`src/rtl/uart_rx_cfg.sv`:
```
// Parametrised oversampling UART receiver with input synchroniser, false-start rejection and framing check.
// Define UART_RX_PARITY_EN to compile in the parity bit check (sense selected by PARITY_ODD).
module uart_rx_cfg #(
    parameter int unsigned DATA_BITS  = 8,
    parameter int unsigned OVERSAMPLE = 16,
    parameter int unsigned STOP_BITS  = 1,
    parameter int unsigned PARITY_ODD = 0
) (
    input  logic                 i_clk,
    input  logic                 i_reset,
    input  logic                 i_rx,
    input  logic                 i_bd_tick,
    output logic [DATA_BITS-1:0] o_data,
    output logic                 o_rx_done,
    output logic                 o_frame_err,
    output logic                 o_parity_err,
    output logic                 o_busy
);

    localparam int unsigned TW = $clog2(OVERSAMPLE);
    localparam int unsigned BW = $clog2(DATA_BITS + 1);

    localparam logic [TW-1:0] TICK_MID  = TW'(OVERSAMPLE / 2 - 1);
    localparam logic [TW-1:0] TICK_LAST = TW'(OVERSAMPLE - 1);
    localparam logic [BW-1:0] DATA_LAST = BW'(DATA_BITS - 1);
    localparam logic [BW-1:0] STOP_LAST = BW'(STOP_BITS - 1);

    if (DATA_BITS < 5 || DATA_BITS > 32 || OVERSAMPLE < 8 || (OVERSAMPLE % 2) != 0 ||
        STOP_BITS < 1 || STOP_BITS > 2 || PARITY_ODD > 1) begin : g_bad_params
        $error("uart_rx_cfg: unsupported parameter set");
    end

    typedef enum logic [2:0] {
        S_IDLE,
        S_START,
        S_DATA,
`ifdef UART_RX_PARITY_EN
        S_PARITY,
`endif
        S_STOP,
        S_WAIT_IDLE
    } state_t;

    state_t                 state;
    logic                   rx_meta;
    logic                   rx_s;
    logic [TW-1:0]          tick_cnt;
    logic [BW-1:0]          bit_cnt;
    logic [DATA_BITS-1:0]   data_reg;
    logic                   frame_flag;
`ifdef UART_RX_PARITY_EN
    localparam logic PAR_SENSE = 1'(PARITY_ODD);
    logic                   par_flag;
`endif

    // Tick counter wraps at mid start bit while in START, at full bit period afterwards.
    logic active_c;
    logic wrap_c;
    logic sample_c;

    always_comb begin
        active_c = (state != S_IDLE) && (state != S_WAIT_IDLE);
        wrap_c   = (state == S_START) ? (tick_cnt == TICK_MID) : (tick_cnt == TICK_LAST);
        sample_c = i_bd_tick && wrap_c;
    end

    always_ff @(posedge i_clk) begin
        if (i_reset) begin
            rx_meta      <= 1'b1;
            rx_s         <= 1'b1;
            state        <= S_IDLE;
            tick_cnt     <= '0;
            bit_cnt      <= '0;
            data_reg     <= '0;
            frame_flag   <= 1'b0;
`ifdef UART_RX_PARITY_EN
            par_flag     <= 1'b0;
`endif
            o_data       <= '0;
            o_rx_done    <= 1'b0;
            o_frame_err  <= 1'b0;
            o_parity_err <= 1'b0;
            o_busy       <= 1'b0;
        end else begin
            rx_meta   <= i_rx;
            rx_s      <= rx_meta;
            o_rx_done <= 1'b0;

            if (active_c && i_bd_tick) begin
                tick_cnt <= wrap_c ? '0 : tick_cnt + TW'(1);
            end

            case (state)
                S_IDLE: begin
                    if (!rx_s) begin
                        state    <= S_START;
                        tick_cnt <= '0;
                        o_busy   <= 1'b1;
                    end
                end
                S_START: begin
                    if (sample_c) begin
                        if (rx_s) begin
                            state  <= S_IDLE;
                            o_busy <= 1'b0;
                        end else begin
                            state      <= S_DATA;
                            bit_cnt    <= '0;
                            frame_flag <= 1'b0;
`ifdef UART_RX_PARITY_EN
                            par_flag   <= 1'b0;
`endif
                        end
                    end
                end
                S_DATA: begin
                    if (sample_c) begin
                        data_reg <= {rx_s, data_reg[DATA_BITS-1:1]};
                        if (bit_cnt == DATA_LAST) begin
                            bit_cnt <= '0;
`ifdef UART_RX_PARITY_EN
                            state   <= S_PARITY;
`else
                            state   <= S_STOP;
`endif
                        end else begin
                            bit_cnt <= bit_cnt + BW'(1);
                        end
                    end
                end
`ifdef UART_RX_PARITY_EN
                S_PARITY: begin
                    if (sample_c) begin
                        par_flag <= (rx_s != ((^data_reg) ^ PAR_SENSE));
                        state    <= S_STOP;
                    end
                end
`endif
                S_STOP: begin
                    if (sample_c) begin
                        frame_flag <= frame_flag | ~rx_s;
                        if (bit_cnt == STOP_LAST) begin
                            // Report at mid last stop bit so a back-to-back start edge is not missed.
                            bit_cnt      <= '0;
                            o_data       <= data_reg;
                            o_frame_err  <= frame_flag | ~rx_s;
`ifdef UART_RX_PARITY_EN
                            o_parity_err <= par_flag;
`else
                            o_parity_err <= 1'b0;
`endif
                            o_rx_done    <= 1'b1;
                            if (rx_s) begin
                                state  <= S_IDLE;
                                o_busy <= 1'b0;
                            end else begin
                                state  <= S_WAIT_IDLE;
                            end
                        end else begin
                            bit_cnt <= bit_cnt + BW'(1);
                        end
                    end
                end
                S_WAIT_IDLE: begin
                    if (rx_s) begin
                        state  <= S_IDLE;
                        o_busy <= 1'b0;
                    end
                end
                default: begin
                    state  <= S_IDLE;
                    o_busy <= 1'b0;
                end
            endcase
        end
    end

endmodule

```
`config.mk`:
```
export PLATFORM = sky130hd
export DESIGN_NAME = uart_rx_cfg
export DESIGN_NICKNAME = d
export VERILOG_FILES = /design/src/rtl/uart_rx_cfg.sv
export SDC_FILE = /design/constraint.sdc
export NUM_CORES = 1
export LEC_CHECK = 0
export CAP_MARGIN = 30
export CELL_PAD_IN_SITES_DETAIL_PLACEMENT = 1
export CELL_PAD_IN_SITES_GLOBAL_PLACEMENT = 2
export CORE_MARGIN = 5
export CORE_UTILIZATION = 38
export DETAILED_ROUTE_END_ITERATION = 12
export GPL_ROUTABILITY_DRIVEN = 0
export HOLD_SLACK_MARGIN = 0.05
export PLACE_DENSITY = 0.95
export SLEW_MARGIN = 40
export SYNTH_ARGS = -nofsm -noshare
export SYNTH_HDL_FRONTEND = slang
export SYNTH_SLANG_ARGS = --single-unit
```
`constraint.sdc`:
```
create_clock -name i_clk -period 5 [get_ports i_clk]
set_clock_uncertainty 0.2 [all_clocks]
set_input_delay 1 -clock i_clk [delete_from_list [all_inputs] [get_ports i_clk]]
set_output_delay 1 -clock i_clk [all_outputs]
set_load 0.005 [all_outputs]
```
After elaboration in Yosys (flattened, before gate mapping)
Cells that the tools add are included.
{ "word_totals": {"regBits": 33, "in_bits": 4, "out_inout_bits": 12, "elab_cells": 82} }
{ "op_classes": {"n_addsub": 2, "n_eq_ne": 16, "mux": 33, "bitwise_logic": 5, "n_reduce_logical": 15} }
{ "ops": {"columns": ["cell", "count"], "rows": [
  ["two-way mux 4 bit", 10],
  ["two-way mux 3 bit", 8],
  ["inequality test 2 bit (second input constant)", 8],
  ["one-hot mux 3 bit (5 select lines)", 1],
  ["one-hot mux 4 bit (3 select lines)", 1],
  ["two-way mux 1 bit", 10],
  ["AND reduction 5 bit", 2],
  ["adder 4 x 1 -> 4 bit (second input constant)", 2],
  ["equality test 4 x 3 -> 1 bit (second input constant)", 2],
  ["AND reduction 7 bit", 1],
  ["equality test 3 x 2 -> 1 bit (second input constant)", 2],
  ["nonzero test 3 bit", 2],
  ["one-hot mux 1 bit (5 select lines)", 1],
  ["equality test 4 bit (second input constant)", 1],
  ["logical NOT 4 bit", 1],
  ["inverter 1 bit", 4],
  ["AND reduction 4 bit", 1],
  ["equality test 3 x 1 -> 1 bit (second input constant)", 1],
  ["equality test 3 bit (second input constant)", 1],
  ["logical AND 1 bit", 3],
  ["logical NOT 3 bit", 1],
  ["inequality test 3 bit (second input constant)", 1],
  ["AND reduction 3 bit", 1],
  ["OR reduction 3 bit", 1],
  ["5 further kinds", 5]
]} }

Longest topological paths before layout
Gate-level depths: netlist (run 1).
{ "logic_depth": {"depth_word": 6, "mapped_depth": 7, "depth_no_buf": 6} }

Least setup slack after synthesis (run 1)
OpenSTA, ideal clock, no wires.
{ "synth_path": {"kind": "input -> register", "start": "in i_bd_tick", "end": "reg state[0]", "setup_time_ns": 0.123, "arrival_time_ns": 1.837, "required_ns": 4.677, "slack_ns": 2.840, "stages": 4, "path_buffers": 0, "path_cell_list": "nand3_4 -> a2bb2oi_1 -> o2111ai_2 -> mux2_1"} }
{ "synth_between": {"elab_chain_cells": 3, "word_cells_on_any_way": 5} }
{ "synth_rtl": {"columns": ["item", "line_no", "text"], "rows": [
  ["from (decl)", "12", "input logic i_bd_tick,"],
  ["logical AND 1 bit (*)", "64", "sample_c = i_bd_tick && wrap_c;"],
  ["inequality test 2 bit (no source line)", null, null],
  ["AND reduction 7 bit (no source line) (*)", null, null],
  ["to (signal assigned)", "71", "state <= S_IDLE;"],
  ["to (signal assigned)", "96", "state <= S_START;"],
  ["to (signal assigned)", "104", "state <= S_IDLE;"],
  ["to (decl)", "44", "state_t state;"]
]} }
Mark *: on every way between the ends. The rest lies on a longest branch, timed or not.
A chain may end at the register's enable or synchronous reset.

Worst setup path in the final report (run 1)
{ "layout_path": {"start": "in i_bd_tick", "end": "reg state[1]"} }
The elaborated chain is that of the path after synthesis.

==> results of run 1 <==
[Yosys cell counts, types with 2 or more instances]
cell type / count / area (µm²)
o31ai_1: 2 / 15.01
clkbuf_1: 2 / 7.510
nor3_1: 2 / 10.01
nand3_1: 5 / 25.02
inv_1: 7 / 26.28
nand2_1: 6 / 22.52
nor3b_1: 2 / 15.01
buf_4: 7 / 52.55
nand2b_1: 3 / 18.77
nor2b_1: 2 / 12.51
or3_1: 2 / 12.51
a21oi_1: 8 / 40.04
a2bb2oi_1: 2 / 17.52
o21ai_0: 4 / 20.02
nor2_1: 26 / 97.59
mux2i_1: 19 / 190.2
ha_1: 3 / 37.54
xnor2_1: 3 / 26.28
nand4_1: 3 / 18.77
or2_2: 3 / 18.77
dfxtp_1: 33 / 660.6
[power by group through the flow]
stage / combinational [mW] / clock, mW / sequential [mW]
floorplan: 0.0784 / 0 / 0.279
global placement: 0.0673 / 0 / 0.298
detailed placement: 0.0723 / 0 / 0.299
CTS: 0.0727 / 0.270 / 0.293
global route: 0.0794 / 0.280 / 0.295
finish: 0.0716 / 0.263 / 0.294
[through the flow]
step           area [µm²]  worst slack, ps
5_1_grt              1912             2177
2_1_floorplan        1648             2840
6_report             1912             2389
3_3_place_gp         1792             2177
3_5_place_dp         1792             2077
4_1_cts              1912             2371
[area by class of cell]
class / instances / area [µm²]
clock buffer: 6 / 82.58
clock inverter: 2 / 37.54
sequential: 33 / 660.6
multi-input combinational: 123 / 884.6
fill: 502 / 2382
tap: 52 / 65.06
timing repair buffer: 16 / 155.1
inverter: 7 / 26.28
[cell usage in the layout, fill, tap and decap left out, types with 2 or more instances in the layout]
cell type	Yosys	layout
or3_1	2	2
clkdlybuf4s50_1	0	14
nand3_1	5	5
nor3_1	2	2
nand2b_1	3	3
nand2_1	6	6
ha_1	3	3
clkbuf_8	0	6
a2bb2oi_1	2	2
o31ai_1	2	2
a21oi_1	8	8
buf_4	7	2
dfxtp_1	33	33
or2_2	3	3
nor2_1	26	26
nand4_1	3	3
mux2i_1	19	19
nor2b_1	2	2
inv_1	7	7
xnor2_1	3	3
o21ai_0	4	4
nor3b_1	2	2
[logic make-up (layout without fill, tap and decap cells)]
kind of cell | count (synthesis) | count (layout) | share of synthesized area (%)
simple gates | 67 | 67 | 24.30
flops | 33 | 33 | 40.09
compound gates | 29 | 29 | 13.06
mux | 20 | 20 | 12.22
buf+inv | 18 | 31 | 6.226
fa+ha+maj | 3 | 3 | 2.278
xor+xnor | 3 | 3 | 1.595
other cells | 1 | 1 | 0.2276
[routing by layer]
layer  vias to the layer above  global-route usage [%]  share of wire, %
met2                        30                   25.00                50
met3                         9                   3.298               4.3
met1                       609                   16.53                43
met4                         0                   8.155               2.6
li1                        631                       -                 -
met5                         -                       0                 0
[worst min-delay path by stage]
stage                            start               to  slack [ps]
detailed placement  rx_meta$_SDFF_PP1_  rx_s$_SDFF_PP1_         200
floorplan           rx_meta$_SDFF_PP1_  rx_s$_SDFF_PP1_         190
global placement    rx_meta$_SDFF_PP1_  rx_s$_SDFF_PP1_         200
finish              rx_meta$_SDFF_PP1_  rx_s$_SDFF_PP1_         220
global route        rx_meta$_SDFF_PP1_  rx_s$_SDFF_PP1_         240
CTS                 rx_meta$_SDFF_PP1_  rx_s$_SDFF_PP1_         220
==> impl_metrics.xml, run 1 <==
<?xml version="1.0" encoding="UTF-8"?>
<metrics>
  <group name="detailed_routing">
    <metric name="drt-pass1-iter-count" unit="">4</metric>
    <metric name="route.vias.total" unit="">1279</metric>
    <metric name="ant_nets" unit="">0</metric>
    <metric name="avgViaCountPerCell" unit="">5.351</metric>
    <metric name="remaining_drc_errors" unit="">0</metric>
    <metric name="wl_per_cell" unit="µm">15.21</metric>
    <metric name="detail_route.wirelength" unit="mm">3.635</metric>
    <metric name="drtIter0Drc" unit="">110</metric>
  </group>
  <group name="clock_tree">
    <metric name="ctsLongestPathBuffers" unit="">2</metric>
    <metric name="numCtsBuffers" unit="">5</metric>
    <metric name="post_cts.resized_instances" unit="">0</metric>
    <metric name="cts.sink_count" unit="">33</metric>
    <metric name="tritoncts" unit="">built</metric>
    <metric name="cts_htree_levels" unit="">2</metric>
    <metric name="cts_root_buf" unit="">clkbuf_8</metric>
    <metric name="clk-insertion-delay-late" unit="ps">290</metric>
    <metric name="clkTransAtPathRegs" unit="ps">70</metric>
    <metric name="post_cts_hold_buffer_count" unit="">0</metric>
    <metric name="cts_setup_buffers" unit="">0</metric>
  </group>
  <group name="timing">
    <metric name="final_worst_hold_slack" unit="ps">215.1</metric>
    <metric name="hold_violations" unit="">0</metric>
    <metric name="timing_worst_slew_pin_value" unit="ps">627.3</metric>
    <metric name="period_needed" unit="ps">2611</metric>
    <metric name="rsz0062_at_grt" unit="">no</metric>
    <metric name="slew-limit-headroom" unit="%">58.12</metric>
    <metric name="timing.final.max_slew_violations" unit="">0</metric>
    <metric name="maximum_operating_frequency" unit="MHz">383.0</metric>
    <metric name="setup-tns-final" unit="ps">0</metric>
    <metric name="layout_worst_path_cycle_share" unit="%">52.22</metric>
    <metric name="setup_violations" unit="">0</metric>
  </group>
  <group name="pwr">
    <metric name="power_switching" unit="mW">0.1600</metric>
    <metric name="total_power" unit="mW">0.6279</metric>
    <metric name="power_density" unit="nW/µm²">328.4</metric>
    <metric name="vdd.ir_drop.worst" unit="mV">0.2171</metric>
    <metric name="switching_share" unit="%">25.47</metric>
    <metric name="share_comb_of_total_power" unit="%">11.4</metric>
    <metric name="leakage" unit="nW">0.6607</metric>
    <metric name="cellInternalPower" unit="mW">0.4679</metric>
    <metric name="clock_power_share" unit="%">41.8</metric>
    <metric name="share_seq_of_total_power" unit="%">46.7</metric>
  </group>
  <group name="critical_path">
    <metric name="cp_slowest_cell" unit="">clkdlybuf4s50_1</metric>
    <metric name="worst_r2r_endpoint" unit="">bit_cnt[2]$_SDFFE_PP0P_</metric>
    <metric name="crit_cells" unit="">5</metric>
    <metric name="crit_buf_inv" unit="">1</metric>
    <metric name="cpLargestDelayFamily" unit="">compound AO/OA/AOI/OAI gates</metric>
    <metric name="path_max_fanout" unit="">10</metric>
    <metric name="regToRegStartpoint" unit="">state[0]$_SDFFE_PP0P_</metric>
    <metric name="path_class" unit="">in2reg</metric>
    <metric name="timing.critical_path.required" unit="ps">4970</metric>
    <metric name="worstPathCellList" unit="">clkdlybuf4s50_1 &gt; nand3_4 &gt; a2bb2oi_1 &gt; o2111ai_2 &gt; o41ai_1</metric>
    <metric name="worst_ep_arrival_time" unit="ps">2580</metric>
    <metric name="timing.critical_path.to" unit="">state[1]$_SDFFE_PP0P_</metric>
    <metric name="regToRegSetupSlack" unit="ps">2770</metric>
    <metric name="timing.critical_path.from" unit="">i_bd_tick</metric>
    <metric name="reg2regPathDepth" unit="">4</metric>
    <metric name="worst_path_max_stage_delay" unit="ps">550</metric>
    <metric name="crit_path_start_kind" unit="">input port</metric>
    <metric name="timing.critical_path.to_type" unit="">flop</metric>
  </group>
  <group name="floorplan">
    <metric name="die_height" unit="µm">75.85</metric>
    <metric name="initial_utilization" unit="%">38.37</metric>
    <metric name="core_area" unit="µm²">4294</metric>
    <metric name="die-width" unit="µm">75.85</metric>
    <metric name="design.die.area" unit="µm²">5753</metric>
    <metric name="fp-row-count" unit="">24</metric>
    <metric name="io_pins" unit="">16</metric>
  </group>
  <group name="cells_and_area">
    <metric name="finish.net_count" unit="">193</metric>
    <metric name="num_antenna_cells" unit="">0</metric>
    <metric name="syn2layout_area_growth" unit="%">16.02</metric>
    <metric name="drive_gt1_share" unit="%">12.30</metric>
    <metric name="finish.utilization" unit="%">44.52</metric>
    <metric name="post_layout_nonfiller_instances" unit="">239</metric>
  </group>
  <group name="logic_synthesis">
    <metric name="mappedNetlistNets" unit="">181</metric>
    <metric name="synth-async-reset-ratio" unit="%">0</metric>
    <metric name="synth.yosys.seq_area_share" unit="%">40.09</metric>
    <metric name="number_of_cells_produced_by_synthesis" unit="">174</metric>
    <metric name="dominantRegCellSynth" unit="">dfxtp_1</metric>
    <metric name="netlist_area" unit="µm²">1648</metric>
    <metric name="edff_count_synth" unit="">0</metric>
    <metric name="synthDistinctLibCells" unit="">51</metric>
    <metric name="postSynthAreaPerCell" unit="µm²">9.470</metric>
    <metric name="syn_warnings" unit="">0</metric>
    <metric name="number_of_register_bits_inferred_by_synthesis" unit="">33</metric>
  </group>
  <group name="grt">
    <metric name="grt_usage" unit="%">14.57</metric>
    <metric name="vias_in_the_first_global_route" unit="">1349</metric>
    <metric name="grt_pass1_wl" unit="mm">6.299</metric>
    <metric name="grt_start_max_net_pins" unit="">34</metric>
    <metric name="global_route.overflow_total" unit="">0</metric>
    <metric name="initial_antenna_violation_count" unit="">0</metric>
  </group>
  <group name="placement">
    <metric name="port_buffers" unit="">14</metric>
    <metric name="dp_cells" unit="">231</metric>
    <metric name="dp.final_hpwl" unit="mm">2.603</metric>
  </group>
  <group name="hold_path">
    <metric name="worst_hold_path_type" unit="">reg2reg</metric>
    <metric name="number_of_cells_traversed_by_the_worst_hold_path" unit="">1</metric>
  </group>
  <group name="run">
    <metric name="max-cap-violations" unit="">0</metric>
  </group>
  <group name="status">
    <metric name="status" unit="">complete, no violations</metric>
  </group>
</metrics>
Power figures use the tool's default switching activity.
==> run 2, diff against run 1 <==
Settings changed: CORE_UTILIZATION 38 to 32, PLACE_DENSITY 0.95 to 0.87.
Clock period 5 ns to 2.4 ns, I/O delays scaled along.
==> run 2 against run 1 <==
Count of clock-buffer cells in the layout is 1 lower. Die area is 16% higher. Total power up 100%. Design area rose by 1.5%. Routed wire length grew 0.77%. Setup slack got worse by 2200 ps. Sequential share of layout area down 0.51 points. Highest routed layer unchanged.
==> impl_metrics.xml, run 2 (same netlist as run 1, synthesis figures left out) <==
<?xml version="1.0" encoding="UTF-8"?>
<metrics>
  <group name="status">
    <metric name="status" unit="">complete, no violations</metric>
  </group>
  <group name="critical_path">
    <metric name="worstPathCellList" unit="">buf_4 &gt; nor2b_1 &gt; a2bb2oi_1 &gt; o2111ai_2 &gt; mux2_1</metric>
    <metric name="path_class" unit="">reg2reg</metric>
    <metric name="worst_r2r_endpoint" unit="">state[0]$_SDFFE_PP0P_</metric>
    <metric name="reg2regPathDepth" unit="">5</metric>
    <metric name="cpLargestDelayFamily" unit="">flip-flops</metric>
    <metric name="path_max_fanout" unit="">12</metric>
    <metric name="worst_ep_arrival_time" unit="ps">2140</metric>
    <metric name="regToRegStartpoint" unit="">state[0]$_SDFFE_PP0P_</metric>
    <metric name="worst_path_max_stage_delay" unit="ps">620</metric>
    <metric name="crit_path_start_kind" unit="">flop</metric>
    <metric name="crit_buf_inv" unit="">1</metric>
    <metric name="timing.critical_path.required" unit="ps">2380</metric>
    <metric name="cp_slowest_cell" unit="">dfxtp_1</metric>
    <metric name="regToRegSetupSlack" unit="ps">240</metric>
    <metric name="timing.critical_path.to_type" unit="">flop</metric>
  </group>
  <group name="grt">
    <metric name="global_route.overflow_total" unit="">0</metric>
    <metric name="grt_pass1_wl" unit="mm">6.299</metric>
    <metric name="grt_usage" unit="%">12.48</metric>
    <metric name="vias_in_the_first_global_route" unit="">1319</metric>
    <metric name="grt_start_max_net_pins" unit="">33</metric>
    <metric name="initial_antenna_violation_count" unit="">0</metric>
  </group>
  <group name="clock_tree">
    <metric name="ctsLongestPathBuffers" unit="">2</metric>
    <metric name="cts_root_buf" unit="">clkbuf_8</metric>
    <metric name="cts_htree_levels" unit="">2</metric>
    <metric name="cts.sink_count" unit="">33</metric>
    <metric name="numCtsBuffers" unit="">5</metric>
    <metric name="clkTransAtPathRegs" unit="ps">70</metric>
    <metric name="tritoncts" unit="">built</metric>
    <metric name="post_cts.resized_instances" unit="">0</metric>
    <metric name="cts_setup_buffers" unit="">0</metric>
    <metric name="post_cts_hold_buffer_count" unit="">0</metric>
    <metric name="clk-insertion-delay-late" unit="ps">290</metric>
  </group>
  <group name="hold_path">
    <metric name="timing.hold.worst.start" unit="">rx_meta$_SDFF_PP1_</metric>
    <metric name="hold_path_end" unit="">rx_s$_SDFF_PP1_</metric>
    <metric name="number_of_cells_traversed_by_the_worst_hold_path" unit="">1</metric>
    <metric name="worst_hold_path_type" unit="">reg2reg</metric>
  </group>
  <group name="timing">
    <metric name="setup_violations" unit="">0</metric>
    <metric name="slew-limit-headroom" unit="%">63.22</metric>
    <metric name="setup-tns-final" unit="ps">0</metric>
    <metric name="maximum_operating_frequency" unit="MHz">462.4</metric>
    <metric name="period_needed" unit="ps">2163</metric>
    <metric name="layout_worst_path_cycle_share" unit="%">90.11</metric>
    <metric name="rsz0062_at_grt" unit="">no</metric>
    <metric name="hold_violations" unit="">0</metric>
    <metric name="timing_worst_slew_pin_value" unit="ps">551.0</metric>
    <metric name="timing.final.max_slew_violations" unit="">0</metric>
  </group>
  <group name="floorplan">
    <metric name="fp-row-count" unit="">26</metric>
    <metric name="die_height" unit="µm">81.76</metric>
    <metric name="initial_utilization" unit="%">32.68</metric>
    <metric name="die-width" unit="µm">81.76</metric>
    <metric name="core_area" unit="µm²">5042</metric>
    <metric name="design.die.area" unit="µm²">6685</metric>
    <metric name="io_pins" unit="">16</metric>
  </group>
  <group name="cells_and_area">
    <metric name="mostFrequentLayoutCells" unit="">dfxtp_1 (33), nor2_1 (26), mux2i_1 (19)</metric>
    <metric name="layout_commonest_cell" unit="">dfxtp_1</metric>
    <metric name="stdcell_area" unit="µm²">1941</metric>
    <metric name="syn2layout_area_growth" unit="%">17.77</metric>
    <metric name="finish.net_count" unit="">196</metric>
    <metric name="num_antenna_cells" unit="">0</metric>
    <metric name="drive_gt1_share" unit="%">13.23</metric>
    <metric name="post_layout_nonfiller_instances" unit="">259</metric>
  </group>
  <group name="detailed_routing">
    <metric name="remaining_drc_errors" unit="">0</metric>
    <metric name="wl_per_cell" unit="µm">14.14</metric>
    <metric name="detailroute.wirelength.met3" unit="µm">134</metric>
    <metric name="drtIter0Drc" unit="">63</metric>
    <metric name="dr_wl_met2" unit="mm">1.575</metric>
    <metric name="top_layer_used" unit="">met4</metric>
    <metric name="route.vias.total" unit="">1290</metric>
    <metric name="avgViaCountPerCell" unit="">4.981</metric>
    <metric name="ant_nets" unit="">0</metric>
    <metric name="drt-pass1-iter-count" unit="">4</metric>
    <metric name="detail_route.wirelength" unit="mm">3.663</metric>
    <metric name="wl_met1" unit="mm">1.859</metric>
  </group>
  <group name="placement">
    <metric name="port_buffers" unit="">14</metric>
    <metric name="dp.final_hpwl" unit="mm">2.573</metric>
    <metric name="placement.cell_area" unit="µm²">1837</metric>
    <metric name="dp_cells" unit="">252</metric>
  </group>
  <group name="pwr">
    <metric name="vdd.ir_drop.worst" unit="mV">0.3245</metric>
    <metric name="power_density" unit="nW/µm²">661.1</metric>
    <metric name="leakage" unit="nW">0.6721</metric>
  </group>
  <group name="run">
    <metric name="max-cap-violations" unit="">0</metric>
  </group>
</metrics>
==> run 2: changes by cell type in the layout (fill, tap and decap cells not counted) <==
cell / delta
buf_4: +3
clkinvlp_4: -1
clkinv_2: +1
clkbuf_8: -1
==> run 2: worst register-to-register path: stages, from the launching register on <==
cell	delay, ps
dfxtp_1	620
buf_4	240
nor2b_1	250
a2bb2oi_1	140
o2111ai_2	260
mux2_1	350
==> run 2: how the worst max path moves through the flow <==
stage / to / startpoint / slack [ps] / cells after the start
after floorplan: state[0]$_SDFFE_PP0P_ / state[0]$_SDFFE_PP0P_ / 610 / 5
after global placement: o_data[3]$_SDFFE_PP0P_ / i_bd_tick / 80 / 6
after detailed placement: o_frame_err$_SDFFE_PP0P_ / i_bd_tick / 20 / 6
after CTS: state[0]$_SDFFE_PP0P_ / state[0]$_SDFFE_PP0P_ / 240 / 5
after global routing: o_frame_err$_SDFFE_PP0P_ / bit_cnt[0]$_SDFFE_PP0P_ / 150 / 7
final: state[0]$_SDFFE_PP0P_ / state[0]$_SDFFE_PP0P_ / 240 / 5
==> run 2: cell type report <==
cell class | count | area (µm²)
Clock buffer | 5 | 68.82
Multi-Input combinational cell | 123 | 884.6
Fill cell | 584 | 3102
Clock inverter | 2 | 35.03
Inverter | 7 | 26.28
Timing Repair Buffer | 19 | 177.7
Tap cell | 70 | 87.58
Sequential cell | 33 | 660.6
==> run 2: through the flow <==
stage,setup slack [ps],util [%],power [mW],hold slack (ps)
floorplan,612.6,-,0.7444,189.5
global placement,79.85,36.43,0.7811,192.3
detailed placement,23.66,36.43,0.7835,202.2
CTS,235.7,38.49,1.301,220.4
global route,152.9,38.49,1.349,238.4
finish,237.4,38.49,1.283,210.7
==> run 2: where the power goes <==
group / total (mW) / switching (mW) / leakage [nW] / internal (mW)
Clock: 0.511 / 0.209 / 0.0540 / 0.302
Combinational: 0.171 / 0.0861 / 0.352 / 0.0847
Sequential: 0.601 / 0.0386 / 0.267 / 0.563
==> run 2: metal layers <==
layer  global-route usage, %  up-vias
li1                        -      638
met3                   4.386        9
met2                   18.50       21
met1                   15.78      622
met4                   6.645        0
met5                       0        -
==> run 3, diff against run 2 <==
Settings changed: SLEW_MARGIN 40 to not set.
==> results of run 3 <==
Same layout as run 2: the final DEF is identical, and so are final timing and power.
